==> config.mk <==
export PLATFORM = sky130hd
export DESIGN_NAME = process_scheduler_flat
export DESIGN_NICKNAME = d
export VERILOG_FILES = /design/src/rtl/sched_pkg.sv /design/src/rtl/process_scheduler_if.sv /design/src/rtl/sched_slot_scan.sv /design/src/rtl/process_scheduler.sv /design/src/flat_wrapper.sv
export SDC_FILE = /design/constraint.sdc
export NUM_CORES = 1
export LEC_CHECK = 0
export BUFFER_PORTS_ARGS = -buffer_cell sky130_fd_sc_hd__buf_2
export CAP_MARGIN = 5
export CORE_MARGIN = 2
export CORE_UTILIZATION = 50
export DETAILED_ROUTE_END_ITERATION = 8
export PLACE_DENSITY = 0.68
export SYNTH_ARGS = -nofsm -noshare
export SYNTH_HDL_FRONTEND = slang
export SYNTH_SLANG_ARGS = --single-unit
==> constraint.sdc <==
create_clock -name clock -period 5.2 [get_ports clock]
set_clock_uncertainty 0.2 [all_clocks]
set_input_delay 0 -clock clock [delete_from_list [all_inputs] [get_ports clock]]
set_output_delay 0 -clock clock [all_outputs]
set_load 0.02 [all_outputs]
==> src/rtl/sched_pkg.sv <==
// Shared types and default sizing for the round-robin process scheduler.
package sched_pkg;

    typedef enum logic [1:0] {
        FREE,
        READY,
        RUNNING,
        BLOCKED
    } slot_state_t;

    typedef enum logic [1:0] {
        IDLE,
        RUN,
        SELECT,
        SWITCH
    } sched_state_t;

    localparam int DEFAULT_NPROC   = 8;
    localparam int DEFAULT_QUANTUM = 16;
    localparam int DEFAULT_PC_W    = 32;

endpackage

==> src/rtl/process_scheduler_if.sv <==
// Context-switch handshake between the scheduler (master) and the CPU PC-update logic (slave).
interface process_scheduler_if #(
    parameter int NPROC = sched_pkg::DEFAULT_NPROC,
    parameter int PC_W  = sched_pkg::DEFAULT_PC_W
);
    localparam int PID_W = $clog2(NPROC);

    logic             switch_req;
    logic             switch_ack;
    logic [PID_W-1:0] next_pid;
    logic [PC_W-1:0]  next_pc;

    modport master (
        output switch_req,
        output next_pid,
        output next_pc,
        input  switch_ack
    );

    modport slave (
        input  switch_req,
        input  next_pid,
        input  next_pc,
        output switch_ack
    );

endinterface

==> src/rtl/sched_slot_scan.sv <==
// Rotating scan pointer for SELECT: examines one slot per cycle and flags the first READY one,
// or exhaustion once all NPROC slots have been examined.
module sched_slot_scan import sched_pkg::*; #(
    parameter int NPROC = DEFAULT_NPROC
) (
    input  logic                     clock,
    input  logic                     reset,
    input  logic                     start,
    input  logic [$clog2(NPROC)-1:0] startPid,
    input  logic                     active,
    input  logic [NPROC-1:0]         readyMask,
    output logic                     found,
    output logic [$clog2(NPROC)-1:0] pid,
    output logic                     exhausted
);

    localparam int PID_W = $clog2(NPROC);

    logic [PID_W-1:0] ptr;
    logic [PID_W-1:0] examined;

    always_ff @(posedge clock) begin
        if (reset) begin
            ptr      <= '0;
            examined <= '0;
        end else if (start) begin
            ptr      <= startPid;
            examined <= '0;
        end else if (active) begin
            ptr      <= ptr + 1'b1;
            examined <= examined + 1'b1;
        end
    end

    assign pid       = ptr;
    assign found     = active && readyMask[ptr];
    assign exhausted = active && !found && (examined == PID_W'(NPROC - 1));

endmodule

==> src/rtl/process_scheduler.sv <==
// Round-robin process scheduler: slot table, instruction-count quantum and context-switch handshake.
// SCHED_IO_BLOCK_EN: when defined, io_req blocks the process until io_done; otherwise io_req is a yield.
module process_scheduler import sched_pkg::*; #(
    parameter int NPROC   = DEFAULT_NPROC,
    parameter int QUANTUM = DEFAULT_QUANTUM,
    parameter int PC_W    = DEFAULT_PC_W
) (
    input  logic                     clock,
    input  logic                     reset,
    input  logic                     enable,
    input  logic                     instr_retire,
    input  logic [PC_W-1:0]          resume_pc,
    input  logic                     proc_create,
    input  logic [PC_W-1:0]          create_pc,
    input  logic                     proc_end,
    input  logic                     io_req,
    input  logic                     io_done,
    input  logic [$clog2(NPROC)-1:0] io_done_id,
    process_scheduler_if.master      sw,
    output logic [$clog2(NPROC)-1:0] cur_pid,
    output logic                     idle,
    output logic                     create_full,
    output logic [$clog2(NPROC):0]   num_procs
);

    localparam int PID_W = $clog2(NPROC);
    localparam int QW    = (QUANTUM > 1) ? $clog2(QUANTUM) : 1;

`ifdef SCHED_IO_BLOCK_EN
    localparam slot_state_t IO_SLOT_STATE = BLOCKED;
`else
    localparam slot_state_t IO_SLOT_STATE = READY;
    logic unusedIo;
    assign unusedIo = io_done ^ (^io_done_id);
`endif

    slot_state_t      slotState [NPROC];
    logic [PC_W-1:0]  savedPc   [NPROC];

    sched_state_t     state;
    logic [PID_W-1:0] curPid;
    logic [PID_W-1:0] nextPid;
    logic [PC_W-1:0]  nextPc;
    logic             switchReq;
    logic             idleReg;
    logic [QW-1:0]    quantumCnt;

    logic [NPROC-1:0] readyMask;
    logic             createHit;
    logic [PID_W-1:0] createSlot;
    logic [PID_W:0]   procCount;

    always_comb begin
        readyMask  = '0;
        createHit  = 1'b0;
        createSlot = '0;
        procCount  = '0;
        for (int i = NPROC - 1; i >= 0; i--) begin
            readyMask[i] = (slotState[i] == READY);
            if (slotState[i] == FREE) begin
                createHit  = 1'b1;
                createSlot = PID_W'(i);
            end else begin
                procCount = procCount + 1'b1;
            end
        end
    end

    // RUN events are mutually exclusive by priority: end > io > expiry.
    logic runActive, endEv, ioEv, expEv, runToSelect, idleToSelect, ackEv;

    assign runActive    = (state == RUN) && enable;
    assign endEv        = runActive && proc_end;
    assign ioEv         = runActive && !proc_end && io_req;
    assign expEv        = runActive && !proc_end && !io_req && instr_retire
                          && (quantumCnt == QW'(QUANTUM - 1));
    assign runToSelect  = endEv || ioEv || expEv;
    assign idleToSelect = (state == IDLE) && enable && (|readyMask);
    assign ackEv        = (state == SWITCH) && switchReq && sw.switch_ack;

    logic             scanFound, scanExhausted;
    logic [PID_W-1:0] scanPid;
    logic [PID_W-1:0] scanStartPid;

    // Coming out of IDLE nothing is running, so the scan starts at cur_pid itself.
    assign scanStartPid = idleToSelect ? curPid : curPid + 1'b1;

    sched_slot_scan #(.NPROC(NPROC)) u_scan (
        .clock     (clock),
        .reset     (reset),
        .start     (runToSelect || idleToSelect),
        .startPid  (scanStartPid),
        .active    (state == SELECT),
        .readyMask (readyMask),
        .found     (scanFound),
        .pid       (scanPid),
        .exhausted (scanExhausted)
    );

    always_ff @(posedge clock) begin
        if (reset) begin
            for (int i = 0; i < NPROC; i++) begin
                slotState[i] <= FREE;
                savedPc[i]   <= '0;
            end
        end else begin
            if (proc_create && createHit) begin
                slotState[createSlot] <= READY;
                savedPc[createSlot]   <= create_pc;
            end
`ifdef SCHED_IO_BLOCK_EN
            if (io_done && (slotState[io_done_id] == BLOCKED)) begin
                slotState[io_done_id] <= READY;
            end
`endif
            if (endEv) begin
                slotState[curPid] <= FREE;
            end else if (ioEv) begin
                slotState[curPid] <= IO_SLOT_STATE;
                savedPc[curPid]   <= resume_pc;
            end else if (expEv) begin
                slotState[curPid] <= READY;
                savedPc[curPid]   <= resume_pc;
            end
            if (ackEv) begin
                slotState[nextPid] <= RUNNING;
            end
        end
    end

    always_ff @(posedge clock) begin
        if (reset) begin
            state      <= IDLE;
            curPid     <= '0;
            nextPid    <= '0;
            nextPc     <= '0;
            switchReq  <= 1'b0;
            idleReg    <= 1'b1;
            quantumCnt <= '0;
        end else begin
            case (state)
                IDLE: begin
                    if (idleToSelect) begin
                        state   <= SELECT;
                        idleReg <= 1'b0;
                    end
                end
                RUN: begin
                    if (runToSelect) begin
                        state <= SELECT;
                    end else if (runActive && instr_retire) begin
                        quantumCnt <= quantumCnt + 1'b1;
                    end
                end
                SELECT: begin
                    if (scanFound) begin
                        nextPid   <= scanPid;
                        nextPc    <= savedPc[scanPid];
                        switchReq <= 1'b1;
                        state     <= SWITCH;
                    end else if (scanExhausted) begin
                        state   <= IDLE;
                        idleReg <= 1'b1;
                    end
                end
                SWITCH: begin
                    if (ackEv) begin
                        curPid     <= nextPid;
                        quantumCnt <= '0;
                        switchReq  <= 1'b0;
                        state      <= RUN;
                    end
                end
                default: state <= IDLE;
            endcase
        end
    end

    assign sw.switch_req = switchReq;
    assign sw.next_pid   = nextPid;
    assign sw.next_pc    = nextPc;
    assign cur_pid       = curPid;
    assign idle          = idleReg;
    assign create_full   = !createHit;
    assign num_procs     = procCount;

endmodule

==> src/flat_wrapper.sv <==
// flat-port wrapper written by rule: the top's interface ports become plain ports
module process_scheduler_flat import sched_pkg::*;
#(
    parameter int NPROC   = DEFAULT_NPROC,
    parameter int QUANTUM = DEFAULT_QUANTUM,
    parameter int PC_W    = DEFAULT_PC_W
)
  (clock, reset, enable, instr_retire, resume_pc, proc_create, create_pc, proc_end, io_req, io_done, io_done_id, cur_pid, idle, create_full, num_procs, sw_switch_req, sw_next_pid, sw_next_pc, sw_switch_ack);
  process_scheduler_if #(.NPROC(NPROC), .PC_W(PC_W)) sw_i ();
  input  logic clock;
  input  logic reset;
  input  logic enable;
  input  logic instr_retire;
  input  logic [PC_W-1:0] resume_pc;
  input  logic proc_create;
  input  logic [PC_W-1:0] create_pc;
  input  logic proc_end;
  input  logic io_req;
  input  logic io_done;
  input  logic [$clog2(NPROC)-1:0] io_done_id;
  output logic [$clog2(NPROC)-1:0] cur_pid;
  output logic idle;
  output logic create_full;
  output logic [$clog2(NPROC):0] num_procs;
  output wire logic [$bits(sw_i.switch_req)-1:0] sw_switch_req;
  output wire logic [$bits(sw_i.next_pid)-1:0] sw_next_pid;
  output wire logic [$bits(sw_i.next_pc)-1:0] sw_next_pc;
  input wire logic [$bits(sw_i.switch_ack)-1:0] sw_switch_ack;
  assign sw_switch_req = sw_i.switch_req;
  assign sw_next_pid = sw_i.next_pid;
  assign sw_next_pc = sw_i.next_pc;
  assign sw_i.switch_ack = sw_switch_ack;
  process_scheduler #(.NPROC(NPROC), .QUANTUM(QUANTUM), .PC_W(PC_W)) u_core (.clock(clock), .reset(reset), .enable(enable), .instr_retire(instr_retire), .resume_pc(resume_pc), .proc_create(proc_create), .create_pc(create_pc), .proc_end(proc_end), .io_req(io_req), .io_done(io_done), .io_done_id(io_done_id), .sw(sw_i), .cur_pid(cur_pid), .idle(idle), .create_full(create_full), .num_procs(num_procs));
endmodule
==> impl_metrics.env <==
export IMPL_clkPwrFrac_pct=39.8
export IMPL_diodes=0
export IMPL_seq_area_um2=9220
export IMPL_vias=14200
export IMPL_drt_first_pass_iters=5
export IMPL_postRouteAntennaNets=0
export IMPL_hold_viol_final=0
export IMPL_hold_class="in2reg"
export IMPL_final_cell_mix="nand2_1 (542), edfxtp_1 (272), nand3_1 (123)"
export IMPL_async_flop_share_pct=0
export IMPL_routed_wl_mm=53.0
export IMPL_worstPathRequired_ns=5.00
export IMPL_status="completed"
export IMPL_clk_pin_slew_worst_paths_ns=0.06
export IMPL_synth_edf_count=272
export IMPL_htreeDepth=2
export IMPL_slew_viol_final=0
export IMPL_core_um2=34600
export IMPL_rsz0062_at_grt="no"
export IMPL_final_nets=1943
export IMPL_period_share_pct=86.7
export IMPL_leakage_nw=8.06
export IMPL_synth_seq_cells=324
export IMPL_die_h_um=192
export IMPL_dp_cells=2167
export IMPL_multi_input_area_um2=7500
export IMPL_holdPathStages=6
export IMPL_postLayoutCellArea_um2=20500
export IMPL_grt_pass1_vias=14100
export IMPL_start_kind="flip-flop"
export IMPL_drt_iter0_drc=1715
export IMPL_grt_overflow=0
export IMPL_p_sw_share_pct=26.0
export IMPL_post_drt_wl_per_cell_um=22.7
export IMPL_p_int_w=0.00493
export IMPL_reg2reg_to="u_core.savedPc[7][1]$_DFFE_PP_"
export IMPL_ff2ff_setup_slack_ns=1.15
export IMPL_setup_viol=0
export IMPL_relSlewSlack_pct=15.7
export IMPL_postCtsResizedCells=0
export IMPL_path_class="reg2out"
export IMPL_globalRouteTotalUtil_pct=29.1
export IMPL_clockBufferDepth=3
export IMPL_p_comb_share_pct=14.7
export IMPL_power_switching_w=0.00173
export IMPL_min_period_ns=4.51
export IMPL_drc=0
export IMPL_fin_cells=2338
export IMPL_vdd_drop_max_mv=0.266
export IMPL_grt_antenna_before_repair=1
export IMPL_top_level_ports=121
export IMPL_tightest_slew_ns=1.26
export IMPL_arrival_ns=4.31
export IMPL_min_from="enable"
export IMPL_synth_area_per_cell_um2=10.1
export IMPL_cts_sinks=324
export IMPL_cts_setup_buffers=0
export IMPL_via_per_inst=6.06
export IMPL_endpoint_kind="output pin"
export IMPL_gp_congestion=0.826
export IMPL_ys_flop_type="edfxtp_1"
export IMPL_min_to="u_core.idle$_SDFFE_PP1P_"
export IMPL_holdWs_ns=0.0169
export IMPL_start_util_pct=50.9
export IMPL_grt_max_degree=67
export IMPL_hpwl_mm=29.8
export IMPL_syn_nets=1833
export IMPL_cts_buffers=37
export IMPL_seq_area_frac_synth_pct=52.2
export IMPL_max_freq_ghz=0.222
export IMPL_grt_first_pass_wirelength_mm=80.7
export IMPL_power_w=0.00666
export IMPL_syn_instance_count=1746
export IMPL_syn_to_final_growth_pct=16.1
export IMPL_fp_dieArea_um2=36800
export IMPL_ys_warn_count=0
export IMPL_crit_fanout=10
export IMPL_r2r_start="u_core.slotState[0][0]$_DFFE_PP_"
export IMPL_pwr_density_cell_nw_per_um2=326
export IMPL_maxCapViolCount=0
export IMPL_die_w_um=192
export IMPL_fillers=2810
export IMPL_r2r_worst_path_cells=9
export IMPL_fp_row_count=68
export IMPL_fin_setup_tns_ns=0
export IMPL_synth_cell_types=65
export IMPL_port_buffers=116
export IMPL_hold_buffers=105
export IMPL_syn_cell_area_um2=17600
export IMPL_layout_commonest_cell="nand2_1"
export IMPL_root_buffer="clkbuf_16"
export IMPL_clk_latency_ns=0.53
export IMPL_cts_tree="done"
export IMPL_pwr_share_seq_pct=45.6
export IMPL_place_area_um2=18200
export IMPL_drive_above_1_share_pct=17.4
==> routing by layer <==
layer  part of all wire [%]  up-vias  global-route usage, %
met5                  0.021        -                      0
met4                    3.6        2                   11.1
met3                     12      142                   5.54
met2                     47      931                   47.8
met1                     38     6696                   38.5
li1                       -     6392                      -
==> area by class of cell <==
cell class / instances / area share, %
Sequential cell: 324 / 45.0
Multi-Input combinational cell: 1221 / 36.6
Timing Repair Buffer: 256 / 9.26
Clock buffer: 52 / 5.15
Tap cell: 455 / 2.78
Clock inverter: 14 / 0.850
Inverter: 16 / 0.293
==> power groups by stage <==
stage | Sequential [W] | Combinational (W) | Clock [W]
6_report | 0.00304 | 0.000978 | 0.00265
3_5_place_dp | 0.00309 | 0.000923 | 0
5_1_grt | 0.00305 | 0.00105 | 0.00276
4_1_cts | 0.00304 | 0.000973 | 0.00266
2_1_floorplan | 0.00307 | 0.000690 | 0
3_3_place_gp | 0.00308 | 0.000910 | 0
==> worst max path at each step <==
stage                                startpoint  slack, ns      endpoint
6_report       u_core.slotState[6][0]$_DFFE_PP_       0.69  num_procs[3]
5_1_grt        u_core.slotState[6][0]$_DFFE_PP_       0.29  num_procs[3]
4_1_cts        u_core.slotState[6][0]$_DFFE_PP_       0.69  num_procs[3]
3_5_place_dp   u_core.slotState[6][0]$_DFFE_PP_       1.29  num_procs[3]
3_3_place_gp   u_core.slotState[6][0]$_DFFE_PP_       1.29  num_procs[3]
2_1_floorplan  u_core.slotState[6][0]$_DFFE_PP_       1.44  num_procs[3]
==> logic make-up (layout without fill, tap and decap cells) <==
family,after synthesis,count (layout),synth area share (%)
adder cells (fa/ha/maj),11,11,0.781
AO/OA/AOI/OAI,258,258,9.43
XOR/XNOR,19,19,1.06
buffers and inverters,201,338,5.78
multiplexers,104,104,10.6
AND/OR/NAND/NOR,829,829,20.1
flip-flops,324,324,52.2
==> state kept, by name (all words and copies together) (netlist names) <==
name and flops:
u_core.sw.switch_req 1, u_core.u_scan.pid 3, u_core.sw.next_pc 32, u_core.u_scan.examined 3, u_core.idle 1, u_core.slotState 16
u_core.quantumCnt 4, u_core.savedPc 256, u_core.cur_pid 3, u_core.state 2, u_core.sw.next_pid 3
==> cells in the mapped netlist, types with 34 or more instances <==
library cell	instances	area share [%]
edfxtp_1	272	46
nand3_1	129	3.7
buf_2	44	1.2
o21ai_0	89	2.5
mux4_2	66	8.4
nand2_1	545	12
dfxtp_1	52	5.9
mux2i_1	38	2.2
nor2_1	70	1.5
clkbuf_1	66	1.4
o21ai_1	42	1.2
buf_4	34	1.4
==> critical path: stages (launching register included) <==
cell and delay [ns]:
edfxtp_1 0.44, nor2_1 0.21, ha_1 0.38, xnor3_1 0.54, inv_1 0.07, ha_1 0.30
xor2_1 0.16, nor2_1 0.10, nor3_1 0.26, ha_1 0.18, o21ai_0 0.10, xnor2_1 0.15
xnor2_1 0.15, xnor2_1 0.25, nand4_1 0.14, xnor2_1 0.18, buf_2 0.18
==> through the flow <==
stage | utilization (%) | setup slack (ns)
after global placement | 52.5 | 1.29
after CTS | 59.1 | 0.693
after global routing | 59.1 | 0.291
final | 59.1 | 0.694
after detailed placement | 52.5 | 1.29
after floorplan | - | 1.44
Note: power is estimated with default switching activity, not from simulation.
